`config.mk`:
```
export PLATFORM = sky130hd
export DESIGN_NAME = fetch_stage
export DESIGN_NICKNAME = d
export VERILOG_FILES = /design/src/rtl/mips_pkg.sv /design/src/rtl/fetch_skid_buf.sv /design/src/rtl/fetch_stage.sv
export SDC_FILE = /design/constraint.sdc
export NUM_CORES = 1
export LEC_CHECK = 0
export CORE_MARGIN = 4
export CORE_UTILIZATION = 47
export CTS_CLUSTER_DIAMETER = 30
export DETAILED_ROUTE_END_ITERATION = 10
export HOLD_SLACK_MARGIN = 0.03
export PLACE_DENSITY_LB_ADDON = 0.2
export SYNTH_ARGS = -nofsm -noshare
export SYNTH_HDL_FRONTEND = slang
export SYNTH_SLANG_ARGS = --single-unit
```
`constraint.sdc`:
```
create_clock -name clk -period 2 [get_ports clk]
set_clock_uncertainty 0.05 [all_clocks]
set_input_delay 0.4 -clock clk [delete_from_list [all_inputs] [get_ports clk]]
set_output_delay 0.4 -clock clk [all_outputs]
set_load 0.05 [all_outputs]
```
`src/rtl/mips_pkg.sv`:
```
// Shared definitions for the MIPS fetch slice.
//   RESET_PC_DEFAULT : first fetch address after reset
//   fetch_state_e    : fetch FSM encoding (BOOT/FETCH/HOLD)
//   NOP_INSTR        : instruction written into IF/ID on flush/reset
//   OPCODE_MSB/LSB   : opcode field bounds within an instruction word
package mips_pkg;

   localparam logic [31:0] RESET_PC_DEFAULT = 32'h0000_0000;
   localparam logic [31:0] NOP_INSTR        = 32'h0000_0000;
   localparam int unsigned OPCODE_MSB       = 31;
   localparam int unsigned OPCODE_LSB       = 26;

   typedef enum logic [1:0] {
      BOOT  = 2'd0,
      FETCH = 2'd1,
      HOLD  = 2'd2
   } fetch_state_e;

   function automatic logic [31:0] word_align(input logic [31:0] addr);
      return addr & 32'hFFFF_FFFC;
   endfunction

endpackage

```
`src/rtl/fetch_skid_buf.sv`:
```
// One-entry skid buffer holding a fetched instruction that could not enter
// IF/ID because decode was stalled.
//   clk, nrst          : clock, synchronous active-low reset
//   load               : capture in_instr/in_pc4, mark valid
//   clear              : drop contents (flush); wins over load/pop
//   pop                : contents consumed, mark empty
//   in_instr, in_pc4   : incoming instruction and its pc+4
//   instr, pc4, valid  : stored entry
module fetch_skid_buf
   import mips_pkg::*;
(
   input  logic        clk,
   input  logic        nrst,
   input  logic        load,
   input  logic        clear,
   input  logic        pop,
   input  logic [31:0] in_instr,
   input  logic [31:0] in_pc4,
   output logic [31:0] instr,
   output logic [31:0] pc4,
   output logic        valid
);

   always_ff @(posedge clk) begin
      if (!nrst || clear) begin
         valid <= 1'b0;
         instr <= NOP_INSTR;
         pc4   <= '0;
      end else if (load) begin
         valid <= 1'b1;
         instr <= in_instr;
         pc4   <= in_pc4;
      end else if (pop) begin
         valid <= 1'b0;
      end
   end

endmodule

```
`src/rtl/fetch_stage.sv`:
```
// Instruction fetch stage: issues word fetches, fills the IF/ID register,
// parks a response in a skid buffer while decode stalls, and handles
// redirects (including one that arrives with a request still outstanding).
//   clk, nrst                 : clock, synchronous active-low reset
//   imem_req, imem_addr       : instruction-memory read request / address
//   imem_ready, imem_rdata    : memory response for the outstanding request
//   stall                     : decode cannot accept
//   redirect, redirect_target : taken branch/jump pulse and new PC
//   if_id_valid/instr/pc4     : IF/ID register
//   opcode                    : if_id_instr[31:26]
module fetch_stage
   import mips_pkg::*;
#(
   parameter logic [31:0] RESET_PC = RESET_PC_DEFAULT
) (
   input  logic        clk,
   input  logic        nrst,
   output logic        imem_req,
   output logic [31:0] imem_addr,
   input  logic        imem_ready,
   input  logic [31:0] imem_rdata,
   input  logic        stall,
   input  logic        redirect,
   input  logic [31:0] redirect_target,
   output logic        if_id_valid,
   output logic [31:0] if_id_instr,
   output logic [31:0] if_id_pc4,
   output logic [5:0]  opcode
);

   fetch_state_e state_q, state_d;
   logic [31:0]  pc_q, pc_d;
   logic [31:0]  tgt_q, tgt_d;
   logic         kill_q, kill_d;
   logic         valid_d;
   logic [31:0]  instr_d, pc4_d;
   logic         skid_load, skid_clear, skid_pop;
   logic [31:0]  skid_instr, skid_pc4;
   logic         skid_valid;
   logic [31:0]  pc_plus4;
   logic         slot_free;

   assign pc_plus4  = pc_q + 32'd4;
   assign slot_free = !if_id_valid || !stall;
   assign imem_req  = (state_q == FETCH);
   assign imem_addr = pc_q;
   assign opcode    = if_id_instr[OPCODE_MSB:OPCODE_LSB];

   fetch_skid_buf u_skid (
      .clk      (clk),
      .nrst     (nrst),
      .load     (skid_load),
      .clear    (skid_clear),
      .pop      (skid_pop),
      .in_instr (imem_rdata),
      .in_pc4   (pc_plus4),
      .instr    (skid_instr),
      .pc4      (skid_pc4),
      .valid    (skid_valid)
   );

   always_ff @(posedge clk) begin
      if (!nrst) begin
         state_q     <= BOOT;
         pc_q        <= RESET_PC;
         tgt_q       <= RESET_PC;
         kill_q      <= 1'b0;
         if_id_valid <= 1'b0;
         if_id_instr <= NOP_INSTR;
         if_id_pc4   <= '0;
      end else begin
         state_q     <= state_d;
         pc_q        <= pc_d;
         tgt_q       <= tgt_d;
         kill_q      <= kill_d;
         if_id_valid <= valid_d;
         if_id_instr <= instr_d;
         if_id_pc4   <= pc4_d;
      end
   end

   always_comb begin
      state_d    = state_q;
      pc_d       = pc_q;
      tgt_d      = tgt_q;
      kill_d     = kill_q;
      valid_d    = if_id_valid;
      instr_d    = if_id_instr;
      pc4_d      = if_id_pc4;
      skid_load  = 1'b0;
      skid_clear = 1'b0;
      skid_pop   = 1'b0;

      // Consumed by decode; any load below overrides this.
      if (if_id_valid && !stall) begin
         valid_d = 1'b0;
         instr_d = NOP_INSTR;
         pc4_d   = '0;
      end

      if (redirect) begin
         valid_d    = 1'b0;
         instr_d    = NOP_INSTR;
         pc4_d      = '0;
         skid_clear = 1'b1;
         if (state_q == FETCH && !imem_ready) begin
            // Request in flight: address must stay put until the memory
            // answers, so park the target and drop that answer later.
            kill_d = 1'b1;
            tgt_d  = word_align(redirect_target);
         end else begin
            state_d = FETCH;
            pc_d    = word_align(redirect_target);
            kill_d  = 1'b0;
         end
      end else begin
         unique case (state_q)
            BOOT: state_d = FETCH;
            FETCH: begin
               if (imem_ready) begin
                  if (kill_q) begin
                     kill_d = 1'b0;
                     pc_d   = tgt_q;
                  end else if (slot_free) begin
                     valid_d = 1'b1;
                     instr_d = imem_rdata;
                     pc4_d   = pc_plus4;
                     pc_d    = pc_plus4;
                  end else begin
                     skid_load = 1'b1;
                     pc_d      = pc_plus4;
                     state_d   = HOLD;
                  end
               end
            end
            HOLD: begin
               if (!stall) begin
                  if (skid_valid) begin
                     valid_d = 1'b1;
                     instr_d = skid_instr;
                     pc4_d   = skid_pc4;
                  end
                  skid_pop = 1'b1;
                  state_d  = FETCH;
               end
            end
            default: state_d = BOOT;
         endcase
      end
   end

endmodule

```
---- Word-level counts from Yosys, hierarchy flattened ----
Index checks and enable logic that the tools add are counted.
word-level totals
  output and inout port bits .............. 104
  word-level logic and storage cells ...... 84
  register bits ........................... 195
cells by class
  eq/ne operators ......................... 7
  mux-type cells .......................... 48
  add/subtract/negate cells ............... 1
  bitwise operators ....................... 1
  reductions and logical operators ........ 17
operator list
  cell                                                              number
  32-bit two-way mux                                                17
  32-bit case mux with 2 select lines                               2
  32-bit by 3-bit adder with 32-bit output (second input constant)  1
  1-bit two-way mux                                                 21
  2-bit two-way mux                                                 6
  3-bit != test (second input constant)                             3
  2-bit case mux with 3 select lines                                1
  2-bit nonzero test                                                3
  5-bit AND reduction                                               1
  1-bit zero test                                                   4
  2-bit AND reduction                                               2
  3-bit by 1-bit != test with 1-bit output (second input constant)  1
  3-bit AND reduction                                               1
  2-bit by 1-bit == test with 1-bit output (second input constant)  1
  2-bit == test (second input constant)                             1
  1-bit logical AND                                                 2
  2-bit zero test                                                   1
  1-bit logical OR                                                  2
  2-bit != test (second input constant)                             1
  1-bit case mux with 2 select lines                                1
  2-bit OR reduction                                                1
  1-bit NOT                                                         1

---- Depth between registers and ports, before layout ----
  depth after elaboration ................. 8
  depth in mapped cells ................... 10

---- By module ----
From an unflattened synthesis, not the netlist that was laid out.
second synthesis, totals
  cell total of the unflattened synthesis .. 1003
  area total of the unflattened synthesis .. 8853.5 um^2
by module, submodules not included
  module          instances  area each (um^2)  seq. area each (um^2)  cells an instance
  fetch_stage     1          6496.2            2562.5                 792
  fetch_skid_buf  1          2357.3            1301.2                 211

---- Worst setup path after synthesis ----
Ideal clock, no wire load.
  kind .................................... flip-flop to flip-flop
  start ................................... register state_q[1]
  end ..................................... register if_id_pc4[19]
  stages on the path, launching flop included .. 10
  arrival time ............................ 2407 ps
  path buffers ............................ 2
  required time ........................... 1876 ps
  period minus slack after synthesis ...... 2532 ps
  path slack .............................. -532 ps
  library setup time ...................... 74 ps
  cells stage by stage .................... dfxtp_1 -> inv_1 -> ha_1 -> buf_2 -> and2_0 -> o21ai_0 -> a211oi_1 -> clkbuf_1 -> a22oi_1 -> o21ai_0
between the ends
  cells in the longest elaborated chain, start to end .. 2
RTL lines
  item                                      line                RTL
  start: declaration                        fetch_stage.sv:31   fetch_state_e state_q, state_d;
  start signal: assignment                  fetch_stage.sv:72   state_q <= state_d;
  2-bit by 1-bit == test with 1-bit output  --
  via imem_req                              fetch_stage.sv:18   output logic imem_req,
  32-bit case mux with 2 select lines       fetch_stage.sv:117  unique case (state_q)
  end signal: assignment                    fetch_stage.sv:78   if_id_pc4 <= pc4_d;
  end: declaration                          fetch_stage.sv:27   output logic [31:0] if_id_pc4,
The timed path passes the listed nets, and every way through them passes these cells.
A chain may end at the register's enable or synchronous reset.

---- Final worst setup path ----
  start ................................... register pc_q[7], in the netlist imem_addr[7]
  end ..................................... register pc_q[25], in the netlist imem_addr[25]
between the ends
  cells in the longest elaborated chain, start to end .. 5
RTL lines
  item                                      line                RTL
  start: declaration                        fetch_stage.sv:32   logic [31:0] pc_q, pc_d;
  start signal: assignment                  fetch_stage.sv:73   pc_q <= pc_d;
  32-bit by 3-bit adder with 32-bit output  fetch_stage.sv:43   assign pc_plus4 = pc_q + 32'd4;
  32-bit two-way mux                        fetch_stage.sv:121  if (kill_q) begin
  32-bit two-way mux                        fetch_stage.sv:120  if (imem_ready) begin
  32-bit two-way mux                        fetch_stage.sv:117
  32-bit two-way mux                        fetch_stage.sv:101  if (redirect) begin
No other way between the ends. The select of a mux whose other input is x is not followed.

==> run metrics <==
crit path cell chain=and4_2 -> nand4_4 -> or4_4 -> buf_4 -> mux2i_1 -> nand2_1; minimum clock period=1.92 ns; endpoint type of the worst setup path=flip-flop; syn_area_per_cell=just over 8 sq um; final critical-path setup slack=0.0820 ns; Synth async-reset ratio=0%; final clock period utilization by the worst path=95.9%; post-CTS repair timing setup buffer count=0; final global-route overflow total=0; data arrival time of the critical path=approximately 2.2 ns; starting density of the core=between 40% and 50%; setup TNS=0 ns; Ports=roughly 170; Yosys warning count=0; total CTS buffers=17; drt total wl=25600 um; startpoint-to-endpoint class of the critical path=flip-flop to flip-flop; number of vias per cell after detailed routing=around 5.7; transition time of the tightest slew-check pin=~0.5 ns; router iterations before antenna repair=5; final hold violations=0; Routed Antenna Nets=0; clock tree from TritonCTS=done; maximum vdd ir drop=0.640 mV; Synth Instances=1050; f_max=0.521 GHz; number of maximum-capacitance violations=0; most common cell after layout, fill and taps aside=sky130_fd_sc_hd__nand2_1; initial drt markers=754; combined area of all synthesized cells=8550 sq um; global-route wire length before repair=~40000 um; sequential cell area fraction in the yosys report=44.7%; area added between synthesis and finish=37.1%; Routed wire per std cell=17.2 um; flip-flop and latch count after synthesis=191; largest buffer count on any clock path=2; final weighted congestion in routability-driven placement=0.891; via count of the first global-routing pass=roughly 8000; Final Slew Violations=0; peak per-stage delay on the critical path=0.49 ns; row count=49; Die X=approximately 140 um; Post-synth EDFFs=0; Relative slew margins=66.1%; RSZ-0062 raised after global routing=yes; family of cells with the greatest summed delay on the critical path=simple AND/OR/NAND/NOR gates; commonest cells after routing, fill and taps aside=172 x sky130_fd_sc_hd__nand2_1, 166 x sky130_fd_sc_hd__dfxtp_1, 151 x sky130_fd_sc_hd__buf_4; WHS Path Cells=2; clock transition at the registers of the reported paths=0.07 ns; Filler cells=1553; area of the die=20400 sq um; Synth top area share=between 40% and 50%; maximum fanout encountered on the critical timing path=7; total stage count of the critical path=6; combined global-route utilization of all metal layers=24.8%; share of layout cells above drive strength 1=just over 20%; area of the core=17900 sq um; number of setup violations in the final report=0; maximum number of pins on one net before global-route repair=43; Lkg Pwr=4.53 nW; source-to-sink clock delay at the later pin of the worst-skew pair=0.44 ns; sink count of the clock tree=191; count of buffers from port buffering=168; Final nets=1320; worst-path cell with the longest stage delay=sky130_fd_sc_hd__or4_4; via count=8506; total area of multi-input combinational cells=4430 sq um; detailed-placement wirelength estimate=18100 um; vertical die dimension=143 um; Worst Setup Slack post-DPL=-0.253 ns; biggest area consumer among synthesized cells=sky130_fd_sc_hd__dfxtp_1; power per standard cell area=783 nW/um^2; CP required=2.27 ns; Critical Path Source Type=flip-flop; prevailing post-synth register cell=sky130_fd_sc_hd__dfxtp_1; cell chosen for the clock root=sky130_fd_sc_hd__clkbuf_16; Tightest Hold Check Type=flip-flop to flip-flop; Cell variety after synth=between 60 and 70; H-Tree Depth=4; top cells by area, synth=sky130_fd_sc_hd__dfxtp_1 45%, sky130_fd_sc_hd__nand2_1 7.6%, sky130_fd_sc_hd__a21oi_1 6.0%, sky130_fd_sc_hd__a22oi_1 5.2%, sky130_fd_sc_hd__nor2_1 3.7%; remaining routing DRC violations=0; sequential cell area=3890 sq um; logic depth of the worst register-to-register path=6; run status=complete, no violations; crit path buf inv count=1; antenna violations before repair=1
==> synth_stat cells (all sizes together) (2+ instances only) <==
library cell and number:
a211oi 15, a21o 3, a21oi 103, a221o 2
a221oi 2, a22o 34, a22oi 59, a2bb2oi 2
a31oi 8, a32oi 4, and2 6, and3 15
and3b 2, and4 6, buf 22, clkbuf 77
dfxtp 191, ha 6, inv 14, mux2 3
mux2i 9, nand2 173, nand2b 6, nand3 20
nand3b 3, nand4 12, nor2 85, nor2b 4
nor3 20, nor4 13, o211ai 8, o21ai 58
o221a 3, o221ai 5, o22ai 3, o311ai 2
o31a 5, o31ai 6, or2 2, or3 4
xnor2 14, xor2 10
==> worst min-delay path: stages (launching register included) <==
cell and delay (ns):
sky130_fd_sc_hd__dfxtp_1 0.31, sky130_fd_sc_hd__nand2_1 0.05, sky130_fd_sc_hd__a21oi_1 0.05
==> cell type report <==
class	instances	area share, %
Clock inverter	13	1.25
Multi-Input combinational cell	747	37.8
Clock buffer	19	3.87
Timing Repair Buffer	274	21.0
Inverter	14	0.448
Sequential cell	191	33.2
Tap cell	229	2.44
Antenna cell	1	0.0213
==> report_power, final <==
group          switching [mW]  total, mW  leakage [nW]  internal (mW)
Combinational            1.06       1.75          2.69          0.687
Sequential             0.0855       3.99          1.56           3.90
Clock                    1.61       3.45         0.284           1.84
==> registers in the layout, summed over array words and instances, names as in the netlist <==
register,count
if_id_pc4,32
kill_q,1
imem_addr,30
tgt_q,30
u_skid.valid,1
if_id_instr,32
u_skid.pc4,30
u_skid.instr,32
state_q,2
if_id_valid,1
==> worst paths after layout <==
check	start	slack [ns]	to
hold / removal	tgt_q[21]	0.40	tgt_q[21]
hold reg to reg	tgt_q[21]	0.40	tgt_q[21]
setup reg to reg	imem_addr[7]	0.08	imem_addr[25]
setup / recovery	imem_addr[7]	0.08	imem_addr[25]
==> metal layers <==
metal	track usage (%)	part of all wire, %	vias up	wire [um]
met3	5.02	7.6	50	1940
met1	34.5	43	4000	11100
met4	8.45	2.4	0	609
met5	0	0	-	0
li1	-	-	4129	-
met2	38.5	47	327	11900
==> metrics by stage <==
stage	utilization (%)	hold slack, ns	cells	instance area (sq um)	power (mW)
6_report	65.5	0.401	1488	11700	9.19
5_1_grt	65.5	0.426	1488	11700	9.52
4_1_cts	65.1	0.404	1487	11600	9.21
3_5_place_dp	61.9	0.394	1455	11100	5.79
3_3_place_gp	61.9	0.387	1455	11100	5.78
2_1_floorplan	-	0.381	1051	8690	5.02
==> cells by family after synthesis <==
family          count (synthesis)  share of synthesized area, %
fa+ha+maj                       6                         0.878
compound gates                330                          25.2
buf+inv                       113                          5.44
other cells                     1                        0.0438
simple gates                  373                          19.8
flops                         191                          44.7
xor+xnor                       24                          2.46
mux                            12                          1.45
==> repair_timing <==
item / 4_1_cts / 5_1_grt
hold buffers: 0 / 0
endpoints found under the setup margin: 54 / 75
endpoints found under the hold margin: 0 / 0
cloned: 0 / 0
resized for setup: 44 / 13
pin swaps: 0 / 1
Power figures use the tool's default switching activity.
